--- src/rtl/cmu_req_arbiter_if.sv ---
// Requester and CMU CPU-side signal bundle for the CMU request arbiter.
// Latency: none; wires only.
// Backpressure: cmu_stall travels CMU->arbiter, and req_ack travels arbiter->requester.
interface cmu_req_arbiter_if #(
    parameter int NUM_CH = 3
);
    // Requester side: one slice per channel, packed side by side
    logic [NUM_CH-1:0]    req_ren;
    logic [NUM_CH-1:0]    req_wen;
    logic [NUM_CH-1:0]    req_flush;
    logic [NUM_CH-1:0]    req_en_cache;
    logic [NUM_CH-1:0]    req_ext;
    logic [NUM_CH-1:0]    req_lock;
    logic [2*NUM_CH-1:0]  req_type;
    logic [32*NUM_CH-1:0] req_addr;
    logic [32*NUM_CH-1:0] req_data_w;
    logic [NUM_CH-1:0]    req_ack;
    logic [31:0]          req_data_r;
    logic [NUM_CH-1:0]    gnt;
    logic                 lock_err;

    // CMU side: the single shared port
    logic                 cmu_en_cache;
    logic                 cmu_sign_ext;
    logic                 cmu_en_r;
    logic                 cmu_en_w;
    logic                 cmu_en_f;
    logic                 cmu_lock;
    logic [1:0]           cmu_addr_type;
    logic [31:0]          cmu_addr_rw;
    logic [31:0]          cmu_data_w;
    logic [31:0]          cmu_data_r;
    logic                 cmu_stall;

    // Environment view: drives the requests and the CMU responses
    modport master (
        output req_ren, req_wen, req_flush, req_en_cache, req_ext, req_lock,
               req_type, req_addr, req_data_w, cmu_data_r, cmu_stall,
        input  req_ack, req_data_r, gnt, lock_err,
               cmu_en_cache, cmu_sign_ext, cmu_en_r, cmu_en_w, cmu_en_f,
               cmu_lock, cmu_addr_type, cmu_addr_rw, cmu_data_w
    );

    // Arbiter view
    modport slave (
        input  req_ren, req_wen, req_flush, req_en_cache, req_ext, req_lock,
               req_type, req_addr, req_data_w, cmu_data_r, cmu_stall,
        output req_ack, req_data_r, gnt, lock_err,
               cmu_en_cache, cmu_sign_ext, cmu_en_r, cmu_en_w, cmu_en_f,
               cmu_lock, cmu_addr_type, cmu_addr_rw, cmu_data_w
    );
endinterface

--- src/rtl/cmu_req_arbiter.sv ---
// N-channel arbiter sharing one CMU CPU-side port, with held grants, bus lock and lock watchdog.
// Latency: zero added cycles; an idle arbiter forwards the winner and acks it in the same cycle.
// Backpressure: cmu_stall holds the current owner (no preemption) until the CMU accepts or the request is withdrawn.
module cmu_req_arbiter #(
    parameter int NUM_CH       = 3,
    parameter int ARB_MODE     = 0,
    parameter int LOCK_TIMEOUT = 256
) (
    input  logic              clk,
    input  logic              rst,
    cmu_req_arbiter_if.slave  bus
);
    localparam int CW = $clog2(NUM_CH);
    localparam int WW = (LOCK_TIMEOUT > 0) ? $clog2(LOCK_TIMEOUT + 1) : 1;

    typedef enum logic [1:0] {
        ST_IDLE    = 2'd0,
        ST_BUSY    = 2'd1,
        ST_LOCKED  = 2'd2,
        ST_BUSY_LK = 2'd3
    } state_t;

    state_t            state, state_nxt;
    logic [CW-1:0]     own, own_nxt;
    logic [CW-1:0]     ptr, ptr_nxt;
    logic [CW-1:0]     blk_ch, blk_ch_nxt;
    logic              blk, blk_nxt;
    logic [WW-1:0]     wd_cnt, wd_cnt_nxt;
    logic [CW-1:0]     win, cur;
    logic [CW:0]       rr_idx;
    logic              win_vld, active, cur_req, ack, wd_fire;
    logic [NUM_CH-1:0] req_any, lock_eff;

    function automatic logic [NUM_CH-1:0] onehot(input logic [CW-1:0] idx);
        onehot      = '0;
        onehot[idx] = 1'b1;
    endfunction

    assign req_any = bus.req_ren | bus.req_wen | bus.req_flush;
    // A lock that timed out is ignored until its owner drops req_lock
    assign lock_eff = bus.req_lock & ~(blk ? onehot(blk_ch) : '0);

    // Winner search: from channel 0 (fixed) or from ptr with wrap (round-robin); lowest offset wins
    always_comb begin
        win     = '0;
        win_vld = 1'b0;
        rr_idx  = '0;
        for (int k = NUM_CH - 1; k >= 0; k--) begin
            if (ARB_MODE == 1) rr_idx = {1'b0, ptr} + (CW+1)'(k);
            else               rr_idx = (CW+1)'(k);
            if (rr_idx >= (CW+1)'(NUM_CH)) rr_idx = rr_idx - (CW+1)'(NUM_CH);
            if (req_any[rr_idx[CW-1:0]]) begin
                win     = rr_idx[CW-1:0];
                win_vld = 1'b1;
            end
        end
    end

    // Ownership FSM next state, ack generation and lock watchdog
    always_comb begin
        state_nxt  = state;
        own_nxt    = own;
        ptr_nxt    = ptr;
        blk_nxt    = blk;
        blk_ch_nxt = blk_ch;
        wd_cnt_nxt = wd_cnt;
        wd_fire    = 1'b0;
        cur        = own;
        active     = 1'b0;
        cur_req    = 1'b0;
        ack        = 1'b0;

        if (blk && !bus.req_lock[blk_ch]) blk_nxt = 1'b0;

        if (state == ST_IDLE) begin
            cur    = win;
            active = win_vld;
        end else begin
            active = 1'b1;
        end
        // Reset aborts an in-flight transfer immediately: nothing granted, nothing acked
        if (rst) active = 1'b0;
        cur_req = active & req_any[cur];
        ack     = cur_req & ~bus.cmu_stall;

        case (state)
            ST_IDLE: begin
                if (win_vld) begin
                    own_nxt = win;
                    if (bus.cmu_stall) state_nxt = ST_BUSY;
                    else               state_nxt = lock_eff[win] ? ST_LOCKED : ST_IDLE;
                end
            end
            ST_BUSY, ST_BUSY_LK: begin
                // Completion or withdrawal both end the transfer; lock decides where we land
                if (!req_any[own] || !bus.cmu_stall)
                    state_nxt = lock_eff[own] ? ST_LOCKED : ST_IDLE;
            end
            ST_LOCKED: begin
                if (req_any[own]) begin
                    wd_cnt_nxt = '0;
                    if (bus.cmu_stall) state_nxt = ST_BUSY_LK;
                    else               state_nxt = lock_eff[own] ? ST_LOCKED : ST_IDLE;
                end else if (!lock_eff[own]) begin
                    state_nxt = ST_IDLE;
                end else if (LOCK_TIMEOUT != 0) begin
                    // Counter reaching LOCK_TIMEOUT this cycle fires; it never counts past that
                    if (wd_cnt >= WW'(LOCK_TIMEOUT - 1)) begin
                        wd_fire    = 1'b1;
                        state_nxt  = ST_IDLE;
                        blk_nxt    = 1'b1;
                        blk_ch_nxt = own;
                    end else begin
                        wd_cnt_nxt = wd_cnt + 1'b1;
                    end
                end
            end
            default: state_nxt = ST_IDLE;
        endcase

        if (state_nxt != ST_LOCKED && state_nxt != ST_BUSY_LK) wd_cnt_nxt = '0;
        if (ack) ptr_nxt = (cur == CW'(NUM_CH - 1)) ? '0 : cur + 1'b1;
    end

    // State registers
    always_ff @(posedge clk or posedge rst) begin
        if (rst) begin
            state  <= ST_IDLE;
            own    <= '0;
            ptr    <= '0;
            blk    <= 1'b0;
            blk_ch <= '0;
            wd_cnt <= '0;
        end else begin
            state  <= state_nxt;
            own    <= own_nxt;
            ptr    <= ptr_nxt;
            blk    <= blk_nxt;
            blk_ch <= blk_ch_nxt;
            wd_cnt <= wd_cnt_nxt;
        end
    end

    assign bus.req_ack       = ack ? onehot(cur) : '0;
    assign bus.gnt           = active ? onehot(cur) : '0;
    assign bus.req_data_r    = active ? bus.cmu_data_r : '0;
    assign bus.lock_err      = wd_fire;
    assign bus.cmu_en_r      = cur_req & bus.req_ren[cur];
    assign bus.cmu_en_w      = cur_req & bus.req_wen[cur];
    assign bus.cmu_en_f      = cur_req & bus.req_flush[cur];
    assign bus.cmu_en_cache  = cur_req & bus.req_en_cache[cur];
    assign bus.cmu_sign_ext  = cur_req & bus.req_ext[cur];
    assign bus.cmu_lock      = active & ((state == ST_LOCKED) || (state == ST_BUSY_LK) || lock_eff[cur]);
    assign bus.cmu_addr_type = cur_req ? bus.req_type[2*cur +: 2]    : '0;
    assign bus.cmu_addr_rw   = cur_req ? bus.req_addr[32*cur +: 32]   : '0;
    assign bus.cmu_data_w    = cur_req ? bus.req_data_w[32*cur +: 32] : '0;
endmodule

--- src/flat_wrapper.sv ---
// flat-port wrapper written by rule: the top's interface ports become plain ports
module cmu_req_arbiter_flat 
#(
    parameter int NUM_CH       = 3,
    parameter int ARB_MODE     = 0,
    parameter int LOCK_TIMEOUT = 256
)
  (clk, rst, bus_req_ren, bus_req_wen, bus_req_flush, bus_req_en_cache, bus_req_ext, bus_req_lock, bus_req_type, bus_req_addr, bus_req_data_w, bus_cmu_data_r, bus_cmu_stall, bus_req_ack, bus_req_data_r, bus_gnt, bus_lock_err, bus_cmu_en_cache, bus_cmu_sign_ext, bus_cmu_en_r, bus_cmu_en_w, bus_cmu_en_f, bus_cmu_lock, bus_cmu_addr_type, bus_cmu_addr_rw, bus_cmu_data_w);
  cmu_req_arbiter_if #(.NUM_CH(NUM_CH)) bus_i ();
  input  logic clk;
  input  logic rst;
  input wire logic [$bits(bus_i.req_ren)-1:0] bus_req_ren;
  input wire logic [$bits(bus_i.req_wen)-1:0] bus_req_wen;
  input wire logic [$bits(bus_i.req_flush)-1:0] bus_req_flush;
  input wire logic [$bits(bus_i.req_en_cache)-1:0] bus_req_en_cache;
  input wire logic [$bits(bus_i.req_ext)-1:0] bus_req_ext;
  input wire logic [$bits(bus_i.req_lock)-1:0] bus_req_lock;
  input wire logic [$bits(bus_i.req_type)-1:0] bus_req_type;
  input wire logic [$bits(bus_i.req_addr)-1:0] bus_req_addr;
  input wire logic [$bits(bus_i.req_data_w)-1:0] bus_req_data_w;
  input wire logic [$bits(bus_i.cmu_data_r)-1:0] bus_cmu_data_r;
  input wire logic [$bits(bus_i.cmu_stall)-1:0] bus_cmu_stall;
  output wire logic [$bits(bus_i.req_ack)-1:0] bus_req_ack;
  output wire logic [$bits(bus_i.req_data_r)-1:0] bus_req_data_r;
  output wire logic [$bits(bus_i.gnt)-1:0] bus_gnt;
  output wire logic [$bits(bus_i.lock_err)-1:0] bus_lock_err;
  output wire logic [$bits(bus_i.cmu_en_cache)-1:0] bus_cmu_en_cache;
  output wire logic [$bits(bus_i.cmu_sign_ext)-1:0] bus_cmu_sign_ext;
  output wire logic [$bits(bus_i.cmu_en_r)-1:0] bus_cmu_en_r;
  output wire logic [$bits(bus_i.cmu_en_w)-1:0] bus_cmu_en_w;
  output wire logic [$bits(bus_i.cmu_en_f)-1:0] bus_cmu_en_f;
  output wire logic [$bits(bus_i.cmu_lock)-1:0] bus_cmu_lock;
  output wire logic [$bits(bus_i.cmu_addr_type)-1:0] bus_cmu_addr_type;
  output wire logic [$bits(bus_i.cmu_addr_rw)-1:0] bus_cmu_addr_rw;
  output wire logic [$bits(bus_i.cmu_data_w)-1:0] bus_cmu_data_w;
  assign bus_i.req_ren = bus_req_ren;
  assign bus_i.req_wen = bus_req_wen;
  assign bus_i.req_flush = bus_req_flush;
  assign bus_i.req_en_cache = bus_req_en_cache;
  assign bus_i.req_ext = bus_req_ext;
  assign bus_i.req_lock = bus_req_lock;
  assign bus_i.req_type = bus_req_type;
  assign bus_i.req_addr = bus_req_addr;
  assign bus_i.req_data_w = bus_req_data_w;
  assign bus_i.cmu_data_r = bus_cmu_data_r;
  assign bus_i.cmu_stall = bus_cmu_stall;
  assign bus_req_ack = bus_i.req_ack;
  assign bus_req_data_r = bus_i.req_data_r;
  assign bus_gnt = bus_i.gnt;
  assign bus_lock_err = bus_i.lock_err;
  assign bus_cmu_en_cache = bus_i.cmu_en_cache;
  assign bus_cmu_sign_ext = bus_i.cmu_sign_ext;
  assign bus_cmu_en_r = bus_i.cmu_en_r;
  assign bus_cmu_en_w = bus_i.cmu_en_w;
  assign bus_cmu_en_f = bus_i.cmu_en_f;
  assign bus_cmu_lock = bus_i.cmu_lock;
  assign bus_cmu_addr_type = bus_i.cmu_addr_type;
  assign bus_cmu_addr_rw = bus_i.cmu_addr_rw;
  assign bus_cmu_data_w = bus_i.cmu_data_w;
  cmu_req_arbiter #(.NUM_CH(NUM_CH), .ARB_MODE(ARB_MODE), .LOCK_TIMEOUT(LOCK_TIMEOUT)) u_core (.clk(clk), .rst(rst), .bus(bus_i));
endmodule
--- config.mk ---
export PLATFORM = sky130hd
export DESIGN_NAME = cmu_req_arbiter_flat
export DESIGN_NICKNAME = d
export VERILOG_FILES = /design/src/rtl/cmu_req_arbiter_if.sv /design/src/rtl/cmu_req_arbiter.sv /design/src/flat_wrapper.sv
export SDC_FILE = /design/constraint.sdc
export NUM_CORES = 1
export LEC_CHECK = 0
export CORE_AREA = 2 2 141 143
export CTS_CLUSTER_DIAMETER = 30
export CTS_CLUSTER_SIZE = 24
export DETAILED_ROUTE_END_ITERATION = 8
export DIE_AREA = 0 0 143 145
export GPL_TIMING_DRIVEN = 0
export MAX_ROUTING_LAYER = met4
export PLACE_DENSITY = 0.59
export SYNTH_ARGS = -nofsm -noshare
export SYNTH_HDL_FRONTEND = slang
export SYNTH_SLANG_ARGS = --single-unit
--- constraint.sdc ---
create_clock -name clk -period 3.2 [get_ports clk]
set_clock_uncertainty 0.15 [all_clocks]
set_input_delay 0.8 -clock clk [delete_from_list [all_inputs] [get_ports clk]]
set_output_delay 0.8 -clock clk [all_outputs]
set_load 0.02 [all_outputs]
==> summary.txt <==
Layout
  • Fraction of layout cells with a size suffix above 1: 52.6%
  • FILL cells: 1821
  • Synth-to-Final Area Change: 192%
  • Net total in the final layout: 1106
  • Post-route core utilization: 49.1%
  • Final design instance area without fill: 9430 um^2

Flow run
  • Max-cap violations: 0

Logic synthesis
  • Number of synthesized register bits: 16
  • Post-synthesis cell area: 3230 um^2
  • Warnings, synthesis: 0
  • Post-synthesis cell type count: 49
  • Top flip-flop cell by instance count after synthesis: dfrtp_1
  • Cell type with the largest total area after synthesis: mux2i_1
  • Syn Area/Cell: 7.74 um^2
  • Share of flip-flops with an asynchronous set or reset after synthesis: 100%
  • Count of flip-flops with a built-in enable after synthesis: 0
  • Net count after synthesis: 671
  • Synth top area cells: mux2i_1 22%, a2bb2oi_1 19%, dfrtp_1 12%, nor2_1 10%, and2_1 6.6%
  • Post-synthesis sequential area ratio: 12.4%
  • Proportion of netlist area held by the largest area contributor: 22.3%
  • Most instantiated library cell after synthesis: nor2_1
  • Post-synthesis cell count: 418
  • Leading post-synthesis cells by instance count: 87 x nor2_1, 72 x mux2i_1, 71 x a2bb2oi_1, 34 x and2_1, 17 x buf_2

STA
  • Slew @ Worst Pin: 0.652 ns
  • Shortest clock period the worst path allows after layout: 3.47 ns
  • Number of max-slew violations in the final report: 0
  • Unrepaired setup endpoints after global routing: yes
  • Number of failing setup endpoints in the final timing report: 107
  • Highest attainable clock frequency: 288 MHz
  • Post-Route Hold Slack: 0.383 ns
  • Final worst slack: -0.273 ns
  • Period utilisation layout: 109%
  • Final hold vios: 0
  • Relative max-transition margin: 56.4%

Placement
  • Weighted congestion reported at the end of routability-driven placement: 0.864
  • Placed Instance Area: 7370 um^2
  • Detailed placer's ending HPWL: 16.0 mm
  • Worst slack, placed: -1.86 ns
  • Total of buffers placed on input and output ports: 361

Die
  • Die area: 20700 um^2
  • Core box area: 19200 um^2
  • Starting density of the core: 16.8%
  • Horizontal die dimension: 143 um
  • Number of I/O pins: 362
  • Row cnt: 51
  • Die height: 145 um

GRT
  • Wire length of the first global-routing pass: 31.1 mm
  • Gr ovfl total: 0
  • Global routing usage summed across all routing layers: 20.3%
  • Pin count of the biggest net entering global routing: 17
  • Via count of the first global-routing pass: 5251
  • Initial antenna violation count: 2

Route
  • Mean number of vias per cell: 4.51
  • Post-route ant nets: 0
  • Final WL: 22.1 mm
  • Detailed-routing iteration count for the pre-antenna-repair pass: 4
  • DRC violations left: 0
  • Via count: 5043
  • Routed length per placed instance: 19.8 um
  • Iteration-0 DRC Markers: 207

Setup path
  • Start point of the critical path: bus_req_ren[1]
  • Arrival @ worst endpoint: 2.52 ns
  • Endpoint required time on the critical path: 2.25 ns
  • CP Capture Type: output pin
  • Critical path class: primary input to output pin
  • Worst reg-to-reg path cell count: 21
  • Top fanout value on the critical path: 8
  • Kind of start point of the critical path: primary input
  • Reg2reg start: u_core.state[0]$_DFF_PP0_

Power and ir drop
  • Worst vdd ir: 0.000213 V
  • Leakage power figure: 3.78 nW
  • Power per standard cell area: 586 nW/um^2

Clock network
  • Clock tree from TritonCTS: done
  • Clk Latency, worst-skew pair: 0.25 ns
  • Count of clock tree sinks: 16
  • Number of buffers created by CTS: 3
  • Cell at the root of the clock tree: clkbuf_16
  • Count of H-tree levels built during CTS: 1
  • Clock-pin slew on the worst setup and hold paths: 0.05 ns
  • Clock Path Buffers: 2

Hold path
  • Number of instances on the worst hold path: 1
  • Hold path start: u_core.blk$_DFF_PP0_
  • Classification of the worst-slack hold path: register to register

Status
  • Failing checks: setup timing
  • Result of the run: complete, but fails checks
cell families after synthesis:
logic type,count (synthesis),synth area share [%]
DFF,16,12.4
AOI/OAI and AO/OA,112,28.7
buffers and inverters,42,7.89
muxes,74,23.0
and+or+nand+nor,172,27.2
adders and majority gates,2,0.774
cells in the final DEF, fill, tap and decap left out, types with 5 or more instances in the layout:
cell type,instances
a21oi_1,5
a2bb2oi_1,7
a2bb2oi_2,61
and2_1,31
buf_12,19
buf_2,29
buf_4,51
buf_6,97
buf_8,17
clkbuf_16,8
clkdlybuf4s50_1,240
dfrtp_1,15
mux2i_1,38
mux2i_2,20
mux2i_4,14
nand2_1,8
nor2_1,13
nor2_2,69
nor2_4,6
nor3_4,5
o21a_1,5
o21ai_0,8
routing by layer:
layer  global-route usage [%]  up-vias  wire [um]
met3                     2.94       16       1490
met5                        -        -          0
li1                         -     2438          -
met4                     3.81        0        359
met2                     36.6      243      11500
met1                     23.8     2346       8790
repair_timing:
action / in CTS / in global routing
gates cloned: 11 / 5
pin swaps: 30 / 28
gates resized for setup: 803 / 150
hold buffers: 0 / 0
hold endpoints to repair: 0 / 0
buffers inserted: 55 / 5
setup endpoints to repair: 111 / 111
area by class of cell:
class	instances	area (um^2)	area share [%]
timing repair buffer	431	4330	45.9
multi-input combinational	361	3670	38.9
buffer	36	592	6.28
sequential	16	402	4.26
tap	265	332	3.52
clock buffer	4	88.8	0.942
inverter	4	18.8	0.199
antenna	2	5.00	0.0531
registers in the layout (all words and copies together) (netlist names):
signal,flops
u_core.wd_cnt,9
u_core.blk_ch,2
u_core.own,2
u_core.state,2
u_core.blk,1
stage by stage:
step	cells	total power, mW	TNS, ns
6_report	1119	5.53	-17.27
5_1_grt	1119	5.79	-23.61
4_1_cts	1113	4.99	-19.06
3_5_place_dp	1044	3.60	-158.22
3_3_place_gp	1044	3.60	-158.16
2_1_floorplan	418	2.28	-0.0941
worst max-delay path, stage by stage:
cell,delay [ns]
buf_8,0.10
nor3_4,0.27
a32o_2,0.35
buf_12,0.20
buf_12,0.15
mux2i_4,0.25
a2bb2oi_2,0.20
nor2_2,0.05
buf_6,0.13
report_power, final:
| part | leakage [nW] | internal [mW] | switching (mW) |
|---|---|---|---|
| sequential | 0.217 | 0.223 | 0.0324 |
| clock | 0.0442 | 0.190 | 0.0829 |
| combinational | 3.52 | 2.76 | 2.24 |
| total | 3.78 | 3.17 | 2.35 |
path summary, 6_finish.rpt:
path	slack, ns	endpoint
min in group asynchronous	0.65	u_core.wd_cnt[2]$_DFFE_PP0P_
min	0.38	u_core.blk$_DFF_PP0_
max reg2reg	0.18	u_core.own[1]$_DFFE_PP0P_
min reg2reg	0.38	u_core.blk$_DFF_PP0_
max in group asynchronous	2.05	u_core.state[1]$_DFF_PP0_
max	-0.27	bus_cmu_data_w[18]
Power figures use the tool's default switching activity.
